File: config.mk
export PLATFORM = sky130hd
export DESIGN_NAME = parking_lot_core_n_flat
export DESIGN_NICKNAME = d
export VERILOG_FILES = /design/src/rtl/parking_lot_core_n_if.sv /design/src/rtl/parking_lot_core_n.sv /design/src/flat_wrapper.sv
export SDC_FILE = /design/constraint.sdc
export NUM_CORES = 1
export LEC_CHECK = 0
export ABC_CLOCK_PERIOD_IN_PS = 6000
export BUFFER_PORTS_ARGS = -buffer_cell sky130_fd_sc_hd__buf_2
export CORE_AREA = 2 2 234 236
export DETAILED_ROUTE_END_ITERATION = 8
export DIE_AREA = 0 0 236 238
export GPL_TIMING_DRIVEN = 0
export PLACE_DENSITY = 0.8
export SYNTH_ARGS = -nofsm -noshare
export SYNTH_HDL_FRONTEND = slang
export SYNTH_SLANG_ARGS = --single-unit
File: constraint.sdc
create_clock -name clock -period 6 [get_ports clock]
set_input_delay 0.9 -clock clock [delete_from_list [all_inputs] [get_ports clock]]
set_output_delay 0.9 -clock clock [all_outputs]
set_load 0.005 [all_outputs]
File: src/rtl/parking_lot_core_n_if.sv
// Request and status bundle between a parking_lot_core_n controller and its host.
// The host drives requests/leakage on the master side; the controller reports on the slave side.
interface parking_lot_core_n_if #(
  parameter int FLOORS = 7,
  parameter int FEE_W  = 8
) ();
  localparam int FW = $clog2(FLOORS + 1);

  logic [15:0]          license_plate;
  logic                 in_mode;
  logic                 out_mode;
  logic                 leakage;
  logic [FW-1:0]        leakage_floor;
  logic                 req_ready;
  logic                 overflow;
  logic                 reject;
  logic                 done;
  logic [32*FLOORS-1:0] parked;
  logic [FW-1:0]        current_floor;
  logic [15:0]          moving;
  logic                 plate_type;
  logic [FEE_W-1:0]     fee;
  logic [FW-1:0]        empty_suv;
  logic [FW-1:0]        empty_sedan;
  logic                 full_suv;
  logic                 full_sedan;

  modport master (
    output license_plate, in_mode, out_mode, leakage, leakage_floor,
    input  req_ready, overflow, reject, done, parked, current_floor, moving,
           plate_type, fee, empty_suv, empty_sedan, full_suv, full_sedan
  );

  modport slave (
    input  license_plate, in_mode, out_mode, leakage, leakage_floor,
    output req_ready, overflow, reject, done, parked, current_floor, moving,
           plate_type, fee, empty_suv, empty_sedan, full_suv, full_sedan
  );
endinterface

File: src/rtl/parking_lot_core_n.sv
// N-floor parking garage controller: request FIFO, single elevator FSM, slot
// allocation with per-floor flood lockout, and timestamp-based exit fees.
module parking_lot_core_n #(
  parameter int FLOORS     = 7,
  parameter int QDEPTH     = 4,
  parameter int TS_W       = 16,
  parameter int FEE_W      = 8,
  parameter int FEE_RATE   = 1,
  parameter int SUV_THRESH = 8
) (
  input logic                 clock,
  input logic                 reset,
  parking_lot_core_n_if.slave bus
);
  localparam int FW = $clog2(FLOORS + 1);
  localparam int QW = (QDEPTH > 1) ? $clog2(QDEPTH) : 1;
  localparam int CW = $clog2(QDEPTH + 1);
  localparam int PW = TS_W + 32;
  localparam logic [3:0]    SUV_T   = 4'(SUV_THRESH);
  localparam logic [PW-1:0] RATE    = PW'(FEE_RATE);
  localparam logic [PW-1:0] FEE_MAX = PW'({FEE_W{1'b1}});
  localparam logic [CW-1:0] QFULL   = CW'(QDEPTH);
  localparam logic [FW-1:0] FTOP    = FW'(FLOORS);

  typedef enum logic [1:0] {S_IDLE, S_DISPATCH, S_GO_PICK, S_GO_DROP} state_t;

  state_t r_state, w_state_nx;

  logic [15:0]     r_suv      [1:FLOORS];
  logic [15:0]     r_sedan    [1:FLOORS];
  logic [TS_W-1:0] r_ts_suv   [1:FLOORS];
  logic [TS_W-1:0] r_ts_sedan [1:FLOORS];
  logic [FLOORS:1] r_flood;

  logic [16:0]   r_fifo [QDEPTH];
  logic [QW-1:0] r_wr, r_rd;
  logic [CW-1:0] r_count;
  logic          r_req_ready, r_overflow;

  logic [16:0]      r_req;
  logic [FW-1:0]    r_pick, r_drop, r_floor;
  logic             r_slot_suv;
  logic [TS_W-1:0]  r_entry_ts, r_ts;
  logic [15:0]      r_moving;
  logic             r_plate_type, r_reject, r_done;
  logic [FEE_W-1:0] r_fee;
  logic [FW-1:0]    r_empty_suv, r_empty_sedan;
  logic             r_full_suv, r_full_sedan;

  logic          w_valid, w_push, w_pop, w_reject, w_accept, w_load, w_unload;
  logic [CW-1:0] w_count_nx;
  logic [15:0]   w_req_plate;
  logic          w_req_out, w_req_suv;
  logic          w_found, w_found_suv;
  logic [FW-1:0] w_found_floor, w_free_floor, w_cnt_suv, w_cnt_sedan;
  logic [FW-1:0] w_target, w_step;
  logic [TS_W-1:0]  w_dt;
  logic [PW-1:0]    w_prod;
  logic [FEE_W-1:0] w_fee;

  assign w_valid     = (bus.in_mode ^ bus.out_mode) && (bus.license_plate != '0);
  assign w_push      = w_valid && r_req_ready;
  assign w_count_nx  = r_count + CW'(w_push) - CW'(w_pop);
  assign w_req_plate = r_req[15:0];
  assign w_req_out   = r_req[16];
  assign w_req_suv   = (w_req_plate[15:12] >= SUV_T);

  // Plate lookup, lowest free allocatable floor, and free-slot counts.
  always_comb begin
    w_found       = 1'b0;
    w_found_suv   = 1'b0;
    w_found_floor = '0;
    w_free_floor  = '0;
    w_cnt_suv     = '0;
    w_cnt_sedan   = '0;
    for (int unsigned f = 1; f <= FLOORS; f++) begin
      if (r_suv[f] == w_req_plate) begin
        w_found       = 1'b1;
        w_found_suv   = 1'b1;
        w_found_floor = FW'(f);
      end else if (r_sedan[f] == w_req_plate) begin
        w_found       = 1'b1;
        w_found_suv   = 1'b0;
        w_found_floor = FW'(f);
      end
      if (!r_flood[f]) begin
        if (r_suv[f] == '0)   w_cnt_suv   = w_cnt_suv + FW'(1);
        if (r_sedan[f] == '0) w_cnt_sedan = w_cnt_sedan + FW'(1);
        if ((w_free_floor == '0) &&
            (w_req_suv ? (r_suv[f] == '0) : (r_sedan[f] == '0)))
          w_free_floor = FW'(f);
      end
    end
  end

  assign w_target = (r_state == S_GO_PICK) ? r_pick : r_drop;
  assign w_step   = (r_floor < w_target) ? r_floor + FW'(1) :
                    (r_floor > w_target) ? r_floor - FW'(1) : r_floor;

  assign w_dt   = r_ts - r_entry_ts;
  assign w_prod = PW'(w_dt) * RATE;
  assign w_fee  = (w_prod > FEE_MAX) ? '1 : w_prod[FEE_W-1:0];

  always_comb begin
    w_state_nx = r_state;
    w_pop      = 1'b0;
    w_reject   = 1'b0;
    w_accept   = 1'b0;
    w_load     = 1'b0;
    w_unload   = 1'b0;
    case (r_state)
      S_IDLE: if (r_count != '0) begin
        w_pop      = 1'b1;
        w_state_nx = S_DISPATCH;
      end
      S_DISPATCH: begin
        if (w_req_out ? !w_found : (w_found || (w_free_floor == '0))) begin
          w_reject   = 1'b1;
          w_state_nx = S_IDLE;
        end else begin
          w_accept   = 1'b1;
          w_state_nx = S_GO_PICK;
        end
      end
      S_GO_PICK: if (r_floor == r_pick) begin
        w_load     = 1'b1;
        w_state_nx = S_GO_DROP;
      end
      // The final step onto the drop floor also unloads, so arrival and done share one edge.
      S_GO_DROP: if ((r_floor == r_drop) || (w_step == r_drop)) begin
        w_unload   = 1'b1;
        w_state_nx = S_IDLE;
      end
      default: w_state_nx = S_IDLE;
    endcase
  end

  always_ff @(posedge clock) begin
    if (reset) r_state <= S_IDLE;
    else       r_state <= w_state_nx;
  end

  always_ff @(posedge clock) begin
    if (reset) begin
      for (int unsigned f = 1; f <= FLOORS; f++) begin
        r_suv[f]      <= '0;
        r_sedan[f]    <= '0;
        r_ts_suv[f]   <= '0;
        r_ts_sedan[f] <= '0;
      end
      for (int unsigned i = 0; i < QDEPTH; i++) r_fifo[i] <= '0;
      r_flood       <= '0;
      r_wr          <= '0;
      r_rd          <= '0;
      r_count       <= '0;
      r_req_ready   <= 1'b1;
      r_overflow    <= 1'b0;
      r_req         <= '0;
      r_pick        <= '0;
      r_drop        <= '0;
      r_floor       <= '0;
      r_slot_suv    <= 1'b0;
      r_entry_ts    <= '0;
      r_ts          <= '0;
      r_moving      <= '0;
      r_plate_type  <= 1'b0;
      r_reject      <= 1'b0;
      r_done        <= 1'b0;
      r_fee         <= '0;
      r_empty_suv   <= FTOP;
      r_empty_sedan <= FTOP;
      r_full_suv    <= 1'b0;
      r_full_sedan  <= 1'b0;
    end else begin
      r_ts        <= r_ts + TS_W'(1);
      r_overflow  <= w_valid && !r_req_ready;
      r_count     <= w_count_nx;
      r_req_ready <= (w_count_nx != QFULL);
      r_reject    <= w_reject;
      r_done      <= w_unload;

      if (w_push) begin
        r_fifo[r_wr] <= {bus.out_mode, bus.license_plate};
        r_wr         <= (r_wr == QW'(QDEPTH - 1)) ? '0 : r_wr + QW'(1);
      end
      if (w_pop) begin
        r_req <= r_fifo[r_rd];
        r_rd  <= (r_rd == QW'(QDEPTH - 1)) ? '0 : r_rd + QW'(1);
      end

      if (bus.leakage && (bus.leakage_floor != '0) && (bus.leakage_floor <= FTOP))
        r_flood[bus.leakage_floor] <= 1'b1;

      if (w_accept) begin
        if (w_req_out) begin
          r_pick     <= w_found_floor;
          r_drop     <= '0;
          r_slot_suv <= w_found_suv;
        end else begin
          r_pick     <= '0;
          r_drop     <= w_free_floor;
          r_slot_suv <= w_req_suv;
        end
      end

      if (((r_state == S_GO_PICK) && !w_load) || (r_state == S_GO_DROP))
        r_floor <= w_step;

      if (w_load) begin
        r_moving     <= w_req_plate;
        r_plate_type <= w_req_suv;
        if (w_req_out) begin
          r_entry_ts <= r_slot_suv ? r_ts_suv[r_pick] : r_ts_sedan[r_pick];
          if (r_slot_suv) r_suv[r_pick]   <= '0;
          else            r_sedan[r_pick] <= '0;
        end
      end

      if (w_unload) begin
        r_moving <= '0;
        if (w_req_out) begin
          r_fee <= w_fee;
        end else if (r_slot_suv) begin
          r_suv[r_drop]    <= w_req_plate;
          r_ts_suv[r_drop] <= r_ts;
        end else begin
          r_sedan[r_drop]    <= w_req_plate;
          r_ts_sedan[r_drop] <= r_ts;
        end
      end

      r_empty_suv   <= w_cnt_suv;
      r_empty_sedan <= w_cnt_sedan;
      r_full_suv    <= (w_cnt_suv == '0);
      r_full_sedan  <= (w_cnt_sedan == '0);
    end
  end

  for (genvar g = 1; g <= FLOORS; g++) begin : g_parked
    assign bus.parked[(g-1)*32 +: 32] = {r_suv[g], r_sedan[g]};
  end

  assign bus.req_ready     = r_req_ready;
  assign bus.overflow      = r_overflow;
  assign bus.reject        = r_reject;
  assign bus.done          = r_done;
  assign bus.current_floor = r_floor;
  assign bus.moving        = r_moving;
  assign bus.plate_type    = r_plate_type;
  assign bus.fee           = r_fee;
  assign bus.empty_suv     = r_empty_suv;
  assign bus.empty_sedan   = r_empty_sedan;
  assign bus.full_suv      = r_full_suv;
  assign bus.full_sedan    = r_full_sedan;
endmodule
File: src/flat_wrapper.sv
// flat-port wrapper written by rule: the top's interface ports become plain ports
module parking_lot_core_n_flat 
#(
  parameter int FLOORS     = 7,
  parameter int QDEPTH     = 4,
  parameter int TS_W       = 16,
  parameter int FEE_W      = 8,
  parameter int FEE_RATE   = 1,
  parameter int SUV_THRESH = 8
)
  (clock, reset, bus_license_plate, bus_in_mode, bus_out_mode, bus_leakage, bus_leakage_floor, bus_req_ready, bus_overflow, bus_reject, bus_done, bus_parked, bus_current_floor, bus_moving, bus_plate_type, bus_fee, bus_empty_suv, bus_empty_sedan, bus_full_suv, bus_full_sedan);
  parking_lot_core_n_if #(.FLOORS(FLOORS), .FEE_W(FEE_W)) bus_i ();
  input logic clock;
  input logic reset;
  input wire logic [$bits(bus_i.license_plate)-1:0] bus_license_plate;
  input wire logic [$bits(bus_i.in_mode)-1:0] bus_in_mode;
  input wire logic [$bits(bus_i.out_mode)-1:0] bus_out_mode;
  input wire logic [$bits(bus_i.leakage)-1:0] bus_leakage;
  input wire logic [$bits(bus_i.leakage_floor)-1:0] bus_leakage_floor;
  output wire logic [$bits(bus_i.req_ready)-1:0] bus_req_ready;
  output wire logic [$bits(bus_i.overflow)-1:0] bus_overflow;
  output wire logic [$bits(bus_i.reject)-1:0] bus_reject;
  output wire logic [$bits(bus_i.done)-1:0] bus_done;
  output wire logic [$bits(bus_i.parked)-1:0] bus_parked;
  output wire logic [$bits(bus_i.current_floor)-1:0] bus_current_floor;
  output wire logic [$bits(bus_i.moving)-1:0] bus_moving;
  output wire logic [$bits(bus_i.plate_type)-1:0] bus_plate_type;
  output wire logic [$bits(bus_i.fee)-1:0] bus_fee;
  output wire logic [$bits(bus_i.empty_suv)-1:0] bus_empty_suv;
  output wire logic [$bits(bus_i.empty_sedan)-1:0] bus_empty_sedan;
  output wire logic [$bits(bus_i.full_suv)-1:0] bus_full_suv;
  output wire logic [$bits(bus_i.full_sedan)-1:0] bus_full_sedan;
  assign bus_i.license_plate = bus_license_plate;
  assign bus_i.in_mode = bus_in_mode;
  assign bus_i.out_mode = bus_out_mode;
  assign bus_i.leakage = bus_leakage;
  assign bus_i.leakage_floor = bus_leakage_floor;
  assign bus_req_ready = bus_i.req_ready;
  assign bus_overflow = bus_i.overflow;
  assign bus_reject = bus_i.reject;
  assign bus_done = bus_i.done;
  assign bus_parked = bus_i.parked;
  assign bus_current_floor = bus_i.current_floor;
  assign bus_moving = bus_i.moving;
  assign bus_plate_type = bus_i.plate_type;
  assign bus_fee = bus_i.fee;
  assign bus_empty_suv = bus_i.empty_suv;
  assign bus_empty_sedan = bus_i.empty_sedan;
  assign bus_full_suv = bus_i.full_suv;
  assign bus_full_sedan = bus_i.full_sedan;
  parking_lot_core_n #(.FLOORS(FLOORS), .QDEPTH(QDEPTH), .TS_W(TS_W), .FEE_W(FEE_W), .FEE_RATE(FEE_RATE), .SUV_THRESH(SUV_THRESH)) u_core (.clock(clock), .reset(reset), .bus(bus_i));
endmodule
# ---- Yosys cells after proc, flatten, opt, wreduce, memory -nomap -nowiden
# Memories as Yosys holds them, arrays and structs flattened. A register that Yosys moved wholly into a read port is not among the register bits.
# Index checks and enable logic that the tools add are counted.
dict set report op_classes {
  n_div 0
  shifts 0
  magnitude_cmp 7
  n_mux 165
  reduce_logical 58
  eq_ne 26
  n_mul 0
  n_bitwise 3
  n_addsub 20
}
# operator count
set ops {}
lappend ops {{16-bit == test} 14}
lappend ops {{16-bit zero test} 14}
lappend ops {{3-bit 2-to-1 mux} 67}
lappend ops {{16-bit 2-to-1 mux} 7}
lappend ops {{16-bit OR reduction} 6}
lappend ops {{1-bit 2-to-1 mux} 80}
lappend ops {{3-bit by 1-bit adder with 3-bit output (second input constant)} 13}
lappend ops {{3-bit zero test} 9}
lappend ops {{17-bit 2-to-1 mux} 1}
lappend ops {{17-bit OR reduction} 1}
lappend ops {{16-bit by 1-bit adder with 16-bit output (second input constant)} 1}
lappend ops {{16-bit by 8-bit > comparator with 1-bit output (second input constant)} 1}
lappend ops {{16-bit nonzero test} 1}
lappend ops {{16-bit subtractor} 1}
lappend ops {{2-bit 2-to-1 mux} 7}
lappend ops {{1-bit logical AND} 13}
lappend ops {{3-bit == test} 3}
lappend ops {{2-bit == test (second input constant)} 4}
lappend ops {{8-bit 2-to-1 mux} 1}
lappend ops {{2-bit case mux with 4 select lines} 1}
lappend ops {{7-bit OR} 1}
lappend ops {{3-bit nonzero test} 2}
lappend ops {{2-bit by 1-bit adder with 2-bit output (second input constant)} 2}
lappend ops {{4-bit >= comparator (second input constant)} 1}
lappend ops {{21 further kinds} 28}
dict set report totals {
  romBits 0
  ramBits 516
  n_memories 5
  input_bits 24
  wordCells 306
  reg_bits 95
  output_inout_bits 264
  latch_bits 0
}
# name words word_bits read_ports rd_ports_with_merged_regs write_ports line_no
set mem_list {}
lappend mem_list {u_core.r_sedan 7 16 7 0 7 parking_lot_core_n.sv:30} ;# logic [15:0] r_sedan [1:FLOORS];
lappend mem_list {u_core.r_suv 7 16 7 0 7 parking_lot_core_n.sv:29} ;# logic [15:0] r_suv [1:FLOORS];
lappend mem_list {u_core.r_ts_sedan 7 16 1 1 7 parking_lot_core_n.sv:32} ;# logic [TS_W-1:0] r_ts_sedan [1:FLOORS];
lappend mem_list {u_core.r_ts_suv 7 16 1 1 7 parking_lot_core_n.sv:31} ;# logic [TS_W-1:0] r_ts_suv [1:FLOORS];
lappend mem_list {u_core.r_fifo 4 17 1 1 4 parking_lot_core_n.sv:35} ;# logic [16:0] r_fifo [QDEPTH];

# ---- Depth between registers and ports, before layout
# Gate-level depths: netlist of run 1.
# An unclocked memory read counts as a cell.
dict set report logic_depth {
  ltp_word 36
  depth_mapped 24
  depth_no_buf 24
}

# ---- Worst setup path after synthesis of run 1
# OpenSTA, ideal clock, no wires.
dict set report synth_timing {
  kind {register to register}
  start {mem u_core.r_sedan[1][8]}
  end {reg u_core.r_full_sedan, in the netlist u_core.bus.full_sedan}
  stages_incl_launch_ff 25
  setup_time_ns 0.070
  path_buffers 0
  required_time_ns 5.930
  t_arrival_ns 4.974
  setup_slack_ns 0.956
  synth_period_minus_slack_ns 5.044
  cell_sequence {edfxtp_1 nor4_1 and4_1 and2_1 ha_1 nor2b_1 a31oi_1 inv_1 ha_1 inv_1 or3_1 nand2_1 ha_1 nor4_1 a31oi_1 ha_1 mux2_2 ha_1 mux2_2 ha_1 nand2_1 xnor3_1 xnor2_1 nand2_1 a21oi_1}
}
# item line_no
set synth_rtl {}
lappend synth_rtl {{from (decl)} parking_lot_core_n.sv:30}
lappend synth_rtl {{to (signal assigned)} parking_lot_core_n.sv:235} ;# r_full_sedan <= (w_cnt_sedan == '0);
lappend synth_rtl {{to (decl)} parking_lot_core_n.sv:48} ;# logic r_full_suv, r_full_sedan;

==> reports/qor.csv, run 1 <==
metric,value,unit
first_iter_violations,2968,
crit_path_start,u_core.r_sedan[2][11]$_SDFFCE_PN0P_,
synth_fa_ha_area_share,1.57,%
setup_violations,0,
critical_path.max_fanout,3,
finalPower,12.1,mW
worstPathArrival,6230,ps
synth_seq_area_share,58.7,%
grt_remaining_overflow,0,
status,completed,
ys_async_sr_fraction,0,%
syn_nets,2647,
cts_sinks,663,
ys_ff_latch,663,
synth_compound_area_share,3.53,%
setup_slack,315,ps
p_leak,13.7,nW
dp.cells,3572,
synth_warnings,0,
clk_pin_slew_worst_paths,60,ps
rows,85,
tightestPinTransition,1330,ps
drive_gt1_share,20.6,%
crit_path_end_kind,flip-flop,
instances_no_fill,3702,
cp.required,6550,ps
postLayoutCellArea,36700,um^2
cts_buffer_depth,3,
synth_cells,2584,
hold_class,flip-flop to flip-flop,
synth_area_leaders,"edfxtp_1 51%, dfxtp_1 7.2%, mux4_2 5.8%, and2_1 5.6%, xnor2_1 4.6%",
place.port_buffers,287,
drt_wl_total,102000,um
fin_nets,3011,
coreArea,53500,um^2
rsz0062_at_grt,no,
yosys.area_share.simple,17.8,%
vdd_drop_max,0.222,mV
final.period_utilization,94.7,%
viasPerCell,6.41,
dpl_cell_area,34300,um^2
yosys.area.top_type,edfxtp_1,
grt_pass1_vias,23200,
hold_viol_final,0,
period_needed,5680,ps
final_common_cell,edfxtp_1,
skew,24.7,ps
path_class,flip-flop to flip-flop,
antenna_found_initial,2,
clk_latency,640,ps
dieHeight,238,um
r2r_cells,24,
reg2reg_to,u_core.bus.full_sedan$_SDFF_PP0_,
mostFrequentLayoutCells,"548 x edfxtp_1, 343 x nor2_1, 314 x buf_2, 285 x and2_1, 168 x xnor2_1",
syn_area_per_cell,12.4,um^2
area_delta_synth_final,14.6,%
route.detailed.drc,0,
post_synth_mux_area_share,7.68,%
maxSlewViolCount,0,
powerDensity,329,nW/um^2
cp-endpoint,u_core.bus.full_sedan$_SDFF_PP0_,
synth-edff-count,548,
tritoncts,done,
worstHoldStart,u_core.r_entry_ts[6]$_SDFFE_PP0P_,
dr_total_vias,23700,
ctsHoldBuffers,0,
cts_buffers,69,
wl_per_cell,27.6,um
cts_root_buf,clkbuf_16,
grt_max_degree,18,
yosysUniqueCellTypes,71,
pre_cts_ws,308,ps
max_cap_viol_count,0,
synth_top_area_share,51.5,%
fmax,176,MHz
regToRegStartpoint,u_core.r_sedan[2][11]$_SDFFCE_PN0P_,
num_io_pins,288,
synth_top_family_by_area,simple AND/OR/NAND/NOR gates,
max_slew_margin,9.87,%
tns,0,ps
setup.worst_path.start_class,flip-flop,
postRouteAntennaNets,0,
first_pass_iters,8,
grt_pass1_wl,148000,um
netlist_area,32000,um^2
die-width,236,um
synth_ff_type,edfxtp_1,
dp_hpwl,73000,um
synth_xor_area_share,7.73,%
gr-usage-all-layers,36.2,%
htreeDepth,3,
finalWeightedCongestion,1.01,
start_util,59.8,%
die-area,56200,um^2
r2r_slack,320,ps
[Yosys cell counts (all sizes together) (51+ instances only)]
cell type,number
nand4,55
xor2,101
inv,51
clkbuf,86
and2,285
nor2,350
nand2,151
xnor2,168
buf,68
nor4,104
dfxtp,115
a21oi,79
edfxtp,548
mux4,82
[critical path, cell delays in order (launching register included)]
cell      delay [ps]
edfxtp_1         460
nor4_1           380
nand4_1          300
inv_1            120
ha_1             230
nor2b_1          140
a31oi_2          270
inv_1             80
ha_1             270
inv_1             40
or3_1            380
nand2_1           80
ha_1             240
nor4_1           280
a31oi_1          100
ha_1             310
mux2_2           280
ha_1             280
mux2_2           290
ha_1             200
nand2_1           80
xnor3_1          320
xnor2_1          140
nand2_1          130
a21oi_1          220
[layout make-up]
class,instances,area (um^2)
Multi-Input combinational cell,1715,12300
Timing Repair Buffer,293,1490
Buffer,154,758
Antenna cell,3,7.51
Fill cell,3736,16800
Clock buffer,95,1970
Inverter,52,195
Tap cell,696,871
Clock inverter,31,307
Sequential cell,663,18800
[where the power goes]
group | total, mW | switching, mW | leakage [nW] | internal [mW]
clock network | 4.32 | 1.86 | 1.12 | 2.46
registers | 5.35 | 0.150 | 6.56 | 5.20
logic | 2.39 | 1.56 | 5.97 | 0.834
total | 12.1 | 3.57 | 13.7 | 8.49
[per-layer routing]
metal	routed length [um]	GRT usage (%)	vias to the layer above
li1	-	-	10000
met1	35300	45.3	11500
met2	48000	58.8	1759
met3	12600	8.75	406
met4	6440	19.4	2
met5	11	0	-
[worst min path at each step]
stage / end / depth (start not counted)
CTS: u_core.r_entry_ts[6]$_SDFFE_PP0P_ / 2
global route: u_core.r_entry_ts[1]$_SDFFE_PP0P_ / 2
finish: u_core.r_entry_ts[6]$_SDFFE_PP0P_ / 2
detailed placement: u_core.r_entry_ts[1]$_SDFFE_PP0P_ / 2
global placement: u_core.r_entry_ts[6]$_SDFFE_PP0P_ / 2
floorplan: u_core.r_entry_ts[10]$_SDFFE_PP0P_ / 2
[registers in the layout, summed over array words and instances (netlist names), 3 cells and up, named ones only]
signal and count:
u_core.r_fifo 68, u_core.bus.moving 16, u_core.r_suv 112, u_core.r_pick 3, u_core.r_flood 7, u_core.r_sedan 112, u_core.r_req 17, u_core.r_count 3
u_core.r_ts 16, u_core.r_ts_sedan 128, u_core.r_drop 3, u_core.r_entry_ts 16, u_core.bus.empty_sedan 3, u_core.bus.current_floor 3, u_core.bus.empty_suv 3, u_core.bus.fee 8
u_core.r_ts_suv 128
[timing repair]
action	CTS	global route
setup endpoints to repair	0	3
setup buffers	0	1
gates resized for setup	0	2
endpoints found under the hold margin	0	0
[cells by family (layout without fill, tap and decap cells)]
family                   after synthesis  count (layout)
flip-flops                           663             663
buffers and inverters                206             625
AND/OR/NAND/NOR                     1090            1090
XOR/XNOR                             274             274
multiplexers                         141             141
other                                  0               3
adder cells (fa/ha/maj)               39              39
AO/OA/AOI/OAI                        171             171
[through the flow]
stage          utilization, %  hold slack, ps
6_report                 68.5             451
2_1_floorplan               -             432
5_1_grt                  68.5             462
4_1_cts                  68.5             452
3_3_place_gp             64.1             441
3_5_place_dp             64.2             445
Power figures use the tool's default switching activity.
==> inputs of run 2 (changes only) <==
Settings changed: ABC_AREA set to 1, CORE_AREA 2 2 234 236 to 2 2 237 239, DIE_AREA 0 0 236 238 to 0 0 239 241.
==> reports/qor.csv, run 2 <==
metric,value,unit
viasPerCell,6.11,
netlist_area,32700,um^2
first_pass_iters,9,
yosysUniqueCellTypes,54,
area_delta_synth_final,14.3,%
finalWeightedCongestion,1.01,
cts_buffers,70,
post_cts_buffers,0,
dieHeight,241,um
synth_warnings,0,
grt_pass1_vias,25700,
mostFrequentLayoutCells,"905 x nor2_1, 548 x edfxtp_1, 539 x nand2_1, 347 x buf_2, 199 x inv_1",
synth_cells,3471,
drt_wl_total,109000,um
tritoncts,done,
synth_seq_area_share,57.5,%
first_iter_violations,4514,
path_class,flip-flop to flip-flop,
postLayoutCellArea,37300,um^2
fmax,211,MHz
synth_fa_ha_area_share,1.54,%
hold_viol_final,0,
ys_top_cells_by_count,"907 x nor2_1, 548 x edfxtp_1, 539 x nand2_1",
post_synth_mux_area_share,0.0345,%
drive_gt1_share,15.6,%
synth_top_family_by_area,simple AND/OR/NAND/NOR gates,
critical_path.max_stage_delay,450,ps
rows,86,
synth_xor_area_share,5.42,%
nFillCells,4162,
p_leak,14.2,nW
wl_per_cell,23.6,um
top_usage_layer,met2,
syn_area_per_cell,9.41,um^2
final.period_utilization,79.0,%
critPathTopFamily,simple AND/OR/NAND/NOR gates,
max_slew_margin,11.7,%
powerDensity,373,nW/um^2
die-area,57600,um^2
max_cap_viol_count,0,
crit_path_end_kind,flip-flop,
maxSlewViolCount,0,
regToRegStartpoint,u_core.r_sedan[1][6]$_SDFFCE_PN0P_,
yosys.area_share.simple,23.4,%
dpl_cell_area,35000,um^2
grt_util_met2,55.4,%
route.detailed.drc,1,
synth-edff-count,548,
ctsHoldBuffers,0,
fin_nets,3900,
grt_remaining_overflow,0,
clk_latency,610,ps
synth_area_leaders,"edfxtp_1 50%, nor2_1 10%, dfxtp_1 7.1%, nand2_1 6.2%, xnor2_1 4.7%",
num_io_pins,288,
dp_hpwl,78200,um
setup_slack,1260,ps
setup.worst_path.start_class,flip-flop,
status,"finished, violations left",
setup_violations,0,
cts_root_buf,clkbuf_16,
clk_pin_slew_worst_paths,60,ps
synth_top_area_share,50.4,%
cts_resized,0,
rsz0062_at_grt,no,
synth.most_common_cell,nor2_1,
ys_ff_latch,663,
tns,0,ps
cts_sinks,663,
violations,design-rule violations,
dr_total_vias,28100,
hold-path-endpoint,u_core.bus.overflow$_SDFF_PP0_,
regArea,18800,um^2
yosys.area.top_type,edfxtp_1,
antenna_found_initial,3,
die-width,239,um
r2r_slack,1260,ps
worstPathArrival,5240,ps
gr-usage-all-layers,37.0,%
reg2reg_to,u_core.bus.full_sedan$_SDFF_PP0_,
synth_ff_type,edfxtp_1,
cts_buffer_depth,3,
skew,19.0,ps
synth_compound_area_share,7.05,%
period_needed,4740,ps
grt_pass1_wl,156000,um
start_util,59.5,%
gr-usage-met3,9.74,%
multiInputGateArea,12200,um^2
place.port_buffers,287,
coreArea,54900,um^2
vdd_drop_max,0.256,mV
critical_path.max_fanout,3,
r2r_cells,27,
syn_nets,3534,
grt_use_met1,49.3,%
final_common_cell,nor2_1,
htreeDepth,3,
hold_class,flip-flop to flip-flop,
path_buf_inv,3,
worstHoldStart,u_core.bus.req_ready$_SDFF_PP1_,
tightestPinTransition,1320,ps
path_common_cell,nand2_1,
hold_depth,1,
grt_max_degree,18,
cp.required,6500,ps
pre_cts_ws,1330,ps
ys_async_sr_fraction,0,%
cp_slowest_cell,edfxtp_1,
postRouteAntennaNets,0,
reg_top3,"u_core.r_ts_sedan: 128 flops, u_core.r_ts_suv: 128 flops",
## run 2: changes by cell type after synthesis, moves of 42 or more
cell     previous run  this run
o21ai_0            16       174
mux2i_1            45         0
and2_1            285         1
o32ai_1             0        64
nor2_1            343       907
nand2_1           151       539
nor3_2              7        72
nor3_1             28        70
xor2_1            101        26
inv_1              51       199
nor4_1            101         4
mux4_2             82         0
nand3_1            13        66
## run 2: cells by family (layout without fill, tap and decap cells)
group	after synthesis	in the layout
and+or+nand+nor	1767	1767
adders and majority gates	39	39
xor gates and xnor gates	202	202
other	0	3
DFF	663	663
buffers and inverters	406	825
AOI/OAI and AO/OA	393	393
muxes	1	1
## run 2: area by class of cell
cell class	count	area share [%]
tap	704	2.36
clock inverter	36	0.922
antenna	3	0.0201
buffer	188	2.26
inverter	218	2.20
sequential	663	50.3
multi-input combinational	2402	32.8
clock buffer	89	5.14
timing repair buffer	294	4.02
## run 2: metrics by stage
stage	utilization, %	hold slack [ps]	cells	total power [mW]
2_1_floorplan	-	429	3471	8.08
6_report	68.0	452	4597	13.9
5_1_grt	68.0	472	4597	14.3
4_1_cts	68.0	447	4594	13.7
3_3_place_gp	63.7	436	4462	9.30
3_5_place_dp	63.8	428	4469	9.38
## run 2: worst max-delay path by stage
stage,to,startpoint,slack (ps),cells past startpoint
final,u_core.bus.full_sedan$_SDFF_PP0_,u_core.r_sedan[1][6]$_SDFFCE_PN0P_,1260,27
after global placement,u_core.r_suv[4][6]$_SDFFCE_PN0P_,u_core.r_drop[1]$_SDFFE_PP0P_,750,17
after floorplan,u_core.r_suv[3][0]$_SDFFCE_PN0P_,flip-flop,1800,17
after CTS,u_core.bus.full_sedan$_SDFF_PP0_,u_core.r_sedan[1][6]$_SDFFCE_PN0P_,1300,27
after global routing,u_core.r_ts_sedan[5][2]$_SDFFCE_PN0P_,u_core.r_drop[1]$_SDFFE_PP0P_,980,17
after detailed placement,u_core.bus.full_sedan$_SDFF_PP0_,u_core.r_sedan[1][6]$_SDFFCE_PN0P_,1330,27
## run 2: layer usage
| metal | part of all wire, % | vias up |
|---|---|---|
| met5 | 0 | - |
| met4 | 6.4 | 0 |
| met3 | 15 | 445 |
| met2 | 43 | 2217 |
| met1 | 36 | 13100 |
| li1 | - | 12400 |
## run 2: where the power goes
group | total (mW) | internal [mW] | switching [mW]
combinational | 4.08 | 1.22 | 2.87
sequential | 5.43 | 5.25 | 0.178
clock | 4.38 | 2.52 | 1.86
